===== src/rtl/barrido_tabla_verdad.sv =====
// Truth-table sweeper: walks every input combination through a small boolean
// function, captures its 1-bit response per vector and compares against a reference table.
module barrido_tabla_verdad #(
    parameter int ANCHO_ENTRADA = 4,
    parameter int CICLOS_ESPERA = 1
) (
    input  logic                            Reloj,
    input  logic                            Reset,
    input  logic                            Inicio,
    input  logic                            Respuesta,
    input  logic [(1<<ANCHO_ENTRADA)-1:0]   Esperada,
    output logic [ANCHO_ENTRADA-1:0]        Estimulo,
    output logic [(1<<ANCHO_ENTRADA)-1:0]   TablaVerdad,
    output logic                            Ocupado,
    output logic                            Listo,
    output logic                            Coincide
);

    localparam int TAM = 1 << ANCHO_ENTRADA;
    localparam int CW  = $clog2(CICLOS_ESPERA + 1);
    localparam logic [CW-1:0]            ULTIMO_CICLO  = CW'(CICLOS_ESPERA - 1);
    localparam logic [ANCHO_ENTRADA-1:0] ULTIMO_VECTOR = '1;

    typedef enum logic {REPOSO, BARRIDO} estado_t;

    estado_t                  estado_q, estado_d;
    logic [ANCHO_ENTRADA-1:0] estimulo_q, estimulo_d;
    logic [CW-1:0]            cnt_q, cnt_d;
    logic [TAM-1:0]           tabla_q, tabla_d;
    logic                     ocupado_q, ocupado_d;
    logic                     listo_q, listo_d;
    logic                     coincide_q, coincide_d;

    always_ff @(posedge Reloj or posedge Reset) begin
        if (Reset) begin
            estado_q   <= REPOSO;
            estimulo_q <= '0;
            cnt_q      <= '0;
            tabla_q    <= '0;
            ocupado_q  <= 1'b0;
            listo_q    <= 1'b0;
            coincide_q <= 1'b0;
        end else begin
            estado_q   <= estado_d;
            estimulo_q <= estimulo_d;
            cnt_q      <= cnt_d;
            tabla_q    <= tabla_d;
            ocupado_q  <= ocupado_d;
            listo_q    <= listo_d;
            coincide_q <= coincide_d;
        end
    end

    always_comb begin
        estado_d   = estado_q;
        estimulo_d = estimulo_q;
        cnt_d      = cnt_q;
        tabla_d    = tabla_q;
        ocupado_d  = ocupado_q;
        listo_d    = 1'b0;
        coincide_d = coincide_q;
        case (estado_q)
            REPOSO: begin
                estimulo_d = '0;
                if (Inicio) begin
                    estado_d   = BARRIDO;
                    cnt_d      = '0;
                    tabla_d    = '0;
                    coincide_d = 1'b0;
                    ocupado_d  = 1'b1;
                end
            end
            BARRIDO: begin
                cnt_d = cnt_q + CW'(1);
                // Sample while the vector is still applied, on its last hold cycle.
                if (cnt_q == ULTIMO_CICLO) begin
                    tabla_d[estimulo_q] = Respuesta;
                    cnt_d               = '0;
                    if (estimulo_q != ULTIMO_VECTOR) begin
                        estimulo_d = estimulo_q + ANCHO_ENTRADA'(1);
                    end else begin
                        estado_d   = REPOSO;
                        estimulo_d = '0;
                        ocupado_d  = 1'b0;
                        listo_d    = 1'b1;
                        coincide_d = (tabla_d == Esperada);
                    end
                end
            end
            default: estado_d = REPOSO;
        endcase
    end

    assign Estimulo    = estimulo_q;
    assign TablaVerdad = tabla_q;
    assign Ocupado     = ocupado_q;
    assign Listo       = listo_q;
    assign Coincide    = coincide_q;

endmodule

===== config.mk =====
export PLATFORM = sky130hd
export DESIGN_NAME = barrido_tabla_verdad
export DESIGN_NICKNAME = d
export VERILOG_FILES = /design/src/rtl/barrido_tabla_verdad.sv
export SDC_FILE = /design/constraint.sdc
export NUM_CORES = 1
export LEC_CHECK = 0
export CAP_MARGIN = 25
export CORE_UTILIZATION = 45
export CTS_CLUSTER_SIZE = 40
export DETAILED_ROUTE_END_ITERATION = 8
export PLACE_DENSITY = 0.86
export SETUP_SLACK_MARGIN = 0.1
export SYNTH_ARGS = -nofsm -noshare
export SYNTH_HDL_FRONTEND = slang
export SYNTH_SLANG_ARGS = --single-unit
export TNS_END_PERCENT = 1

===== constraint.sdc =====
create_clock -name Reloj -period 2.85 [get_ports Reloj]
set_clock_uncertainty 0.15 [all_clocks]
set_input_delay 0.7125 -clock Reloj [delete_from_list [all_inputs] [get_ports Reloj]]
set_output_delay 0.7125 -clock Reloj [all_outputs]
set_load 0.1 [all_outputs]

==> Word-level counts from Yosys, hierarchy flattened <==
Cells that the tools add are included.
{ "word_totals": {"elab_cells": 46, "out_inout_bits": 23, "regBits": 25} }
{ "op_classes": {"n_eq_ne": 5, "bitwise": 1, "n_lt_le_gt_ge": 2, "n_reduce_logical": 3, "add_sub_neg": 2, "mux": 26} }
{ "op_table": {"columns": ["cell", "n"], "rows": [
  ["$mux 16", 2],
  ["$pmux 16 s2", 1],
  ["$bwmux 16", 1],
  ["$eq 16x16->1", 1],
  ["$mux 1", 14],
  ["$mux 4", 2],
  ["$pmux 1 s2", 4],
  ["$pmux 4 s2", 1],
  ["$ne 2x2->1 const B", 3],
  ["$lt 4x5->1 const B", 1],
  ["$add 4x1->4 const B", 1],
  ["$demux 1 s4", 1],
  ["$ge 4x1->1 const B", 1],
  ["$ne 4x4->1 const B", 1],
  ["$reduce_and 3->1", 1],
  ["$reduce_and 2->1", 1],
  ["$add 1x1->1 const B", 1],
  ["$logic_and 1x1->1", 1],
  ["$not 1->1", 1]
]} }

==> Depth between registers and ports, before layout <==
{ "depth": {"ltp_word": 9, "ltp_mapped": 7, "mapped_depth_nobuf": 7} }

==> Least setup slack after synthesis <==
OpenSTA, ideal clock, no wires.
{ "synth_path": {"path_kind": "reg2reg", "startpoint": "register estimulo_q[0], in the netlist Estimulo[0]", "endpoint": "register coincide_q, in the netlist Coincide", "path_buffers": 0, "setup_time_ps": 92, "stages_incl_launch_ff": 7, "period_less_slack_ps": 2679, "slack_ps": 171, "arrival_ps": 2437, "cell_sequence": "dfrtp_1 > ha_1 > or3b_1 > a32o_1 > nor4_2 > nand4_1 > o31ai_2"} }
{ "synth_via": {"elab_chain_len": 9} }
{ "synth_rtl": {"columns": ["element", "line", "text"], "rows": [
  ["start: declaration", "27", "logic [ANCHO_ENTRADA-1:0] estimulo_q, estimulo_d;"],
  ["start signal: assignment", "45", "estimulo_q <= estimulo_d;"],
  ["$lt 4x5->1 (implied by the code) / $ge 4x1->1 (equally long branches)", "77", "tabla_d[estimulo_q] = Respuesta;"],
  ["$logic_and 1x1->1 (implied by the code)", "77", null],
  ["$mux 1 (implied by the code)", "77", null],
  ["$demux 1 s4", "77", null],
  ["$bwmux 16", "77", null],
  ["$eq 16x16->1", "86", "coincide_d = (tabla_d == Esperada);"],
  ["$mux 1", "79", "if (estimulo_q != ULTIMO_VECTOR) begin"],
  ["$mux 1", "76", "if (cnt_q == ULTIMO_CICLO) begin"],
  ["$pmux 1 s2", "62", "case (estado_q)"],
  ["end signal: assignment", "50", "coincide_q <= coincide_d;"],
  ["end: declaration", "32", "logic coincide_q, coincide_d;"]
]} }
Parallel ways exist; a longest one is shown, timed or not. The select of a mux whose other input is x is not followed.
A chain may end at the register's enable or synchronous reset.

==> Worst setup path in the final report <==
{ "layout_path": {"startpoint": "register estimulo_q[1], in the netlist Estimulo[1]", "endpoint": "register coincide_q, in the netlist Coincide"} }
Same word-level chain as after synthesis.

==> metrics <==
crit path launch type register; IO Port Bufs 42; vias in the first global route 1475; synth cell count leaders dfrtp_1, inv_1, a21oi_1, nand2_1, o22ai_1; worst slew pin tran 0.570 ns; Tmin final 2.38 ns; fraction of layout cells with a size suffix above 1 0.180; Core ar. 3660 um2; CP delay by family, top simple AND/OR/NAND/NOR gates; sequential-to-total area share from yosys stat 0.349; max incr delay on CP 0.45 ns; Final nets 259; M2 GR Usage 0.371; crit path buf inv count 1; Post-Syn Area 1720 um2; fin crit share 0.834; Main synth FF type dfrtp_1; io pins 43; antenna violations before repair 0; Sink Count 24; root buf cell clkbuf_8; Filler cells 343; Max-Slew Margin vs Limit 0.620; gr busiest metal met2; warnings from Yosys 0; Critical Path Stages 7; Setup CP Type reg -> reg; clock network latency to the later pin of the worst-skew pair 0.27 ns; asr flop ratio synth 1.00; Hold Path End Ocupado; htree depth 1; Critical Path RT 2.89 ns; Setup-failing EPs final 0; Routed Antenna Nets 0; syn_nets 214; Critical Path End Type register; worst reg-to-reg path cell count 7; share of the synthesized area in the top cell type 0.349; Die Y 63.8 um; CTS buffer count 3; #FFs+latches synth 24; RSZ-0062 raised after global routing no; # rows 22; clock transition at the registers of the reported paths 0.09 ns; Detailed Place HPWL 3330 um; Synth cell types 46; RR Endpoint Coincide; synth top area cells dfrtp_1, mux2i_1, o22ai_1; outcome finished, final reports clean; Die Width 63.8 um; CTS max path bufs 2; GR Util met3 0.0304; Remaining Overflow, GRT 0; DR DRC count 0; setup TNS 0 ns; TritonCTS clock tree yes; vias per cell 5.80; largest net degree at the start of global routing 25; Max-Cap Viols 0; Max stage delay cell, worst path or3b_1; layout overhead on the synthesized area 29.4%; count leader, synth dfrtp_1; first-pass GRT wire length 7420 um; Final Wtd Congestion 0.942; DR vias 1629; highest clock rate 0.421 GHz; cts repair resizes 0; Post-Syn Area per Cell 9.10 um2; critical path peak fanout 6; Total Wirelength 4480 um; # diodes 0; hold depth 2; CP arrival 2.41 ns; Reg2Reg Setup Slack 0.47 ns; Post-CTS Setup Inserts 0; overall routing resource usage 0.238; Final Hold Fails 0; leading area contributor after synthesis dfrtp_1; CTS Hold Bufs 0; initial core utilization 0.470; RR Startpoint Estimulo[1]; DR WL/cell 15.9 um; Hold Path Class reg -> reg; CP Cell Sequence inv_1, ha_1, or3b_1, a32o_1, nor4_2, nand4_1, o31ai_2; Hold Startpoint Ocupado; drt pass-1 iters 4; post-synthesis cell count 189; grt met1 use 0.338; initial DRC count 67; Die Area 4070 um2; Max Slew Vio Count 0; EDFF count, synth 0
metal layers:
| metal | vias up | share of wire | wire length [um] |
|---|---|---|---|
| li1 | 771 | - | - |
| met1 | 787 | 0.45 | 2040 |
| met2 | 62 | 0.47 | 2110 |
| met3 | 9 | 0.058 | 261 |
| met4 | 0 | 0.016 | 72 |
| met5 | - | 0 | 0 |
flip-flops by register name (all words and copies together), names as in the netlist:
register     count
Listo            1
estado_q         1
TablaVerdad     16
Coincide         1
Estimulo         4
Ocupado          1
worst min-delay path, cell delays in order, from the launching register on:
cell	delay, ns
dfrtp_1	0.38
nor2_1	0.05
nor2_1	0.09
logic make-up after synthesis:
kind of cell,synth area share
buffers and inverters,0.0728
DFF,0.349
adders and majority gates,0.0364
muxes,0.0786
xor gates and xnor gates,0.0408
AOI/OAI and AO/OA,0.189
and+or+nand+nor,0.233
cell usage in the layout (no fill, tap or decap), types with 2 or more instances in the layout:
cell type,instances
buf_4,29
dfrtp_1,24
clkdlybuf4s50_1,19
inv_1,18
a21oi_1,11
nand2_1,11
o22ai_1,11
mux2i_1,9
nor2_1,8
nand3_1,6
nand3b_1,6
o21ai_0,6
nor2b_1,5
nand2b_1,5
ha_1,5
nand4_1,4
nor3b_1,4
xor2_1,4
xnor2_1,4
clkbuf_8,4
a32o_1,3
o2bb2ai_1,3
or3b_1,2
and3b_1,2
and3_1,2
and2_1,2
a22oi_1,2
mux2_1,2
a22o_1,2
mux2_2,2
buf_12,2
worst max-delay path by stage:
stage                startpoint        to  slack, ns
floorplan           Estimulo[0]  Coincide       0.17
global placement      Respuesta  Coincide       0.32
detailed placement    Respuesta  Coincide       0.28
CTS                 Estimulo[1]  Coincide       0.50
global route        Estimulo[1]  Coincide       0.40
finish              Estimulo[1]  Coincide       0.47
through the flow:
step	hold slack (ns)	setup slack (ns)	util	instance area, um2	std cells
finish	0.397	0.474	0.608	2220	281
global route	0.427	0.402	0.608	2220	281
CTS	0.406	0.502	0.608	2220	281
detailed placement	0.383	0.284	0.593	2170	277
global placement	0.372	0.319	0.593	2170	277
floorplan	0.577	0.171	-	1720	189
cell type report:
class                   count  area [um2]  share of cell area
inverters                  18        67.6              0.0304
well taps                  48        60.1              0.0270
clock buffers               4        55.1              0.0247
multi-input cells         137         993               0.447
repair buffers             50         448               0.201
flip-flops and latches     24         601               0.270
Power is not shown: default switching activity piles up to over one toggle a cycle in this logic, so the estimate is an artifact.
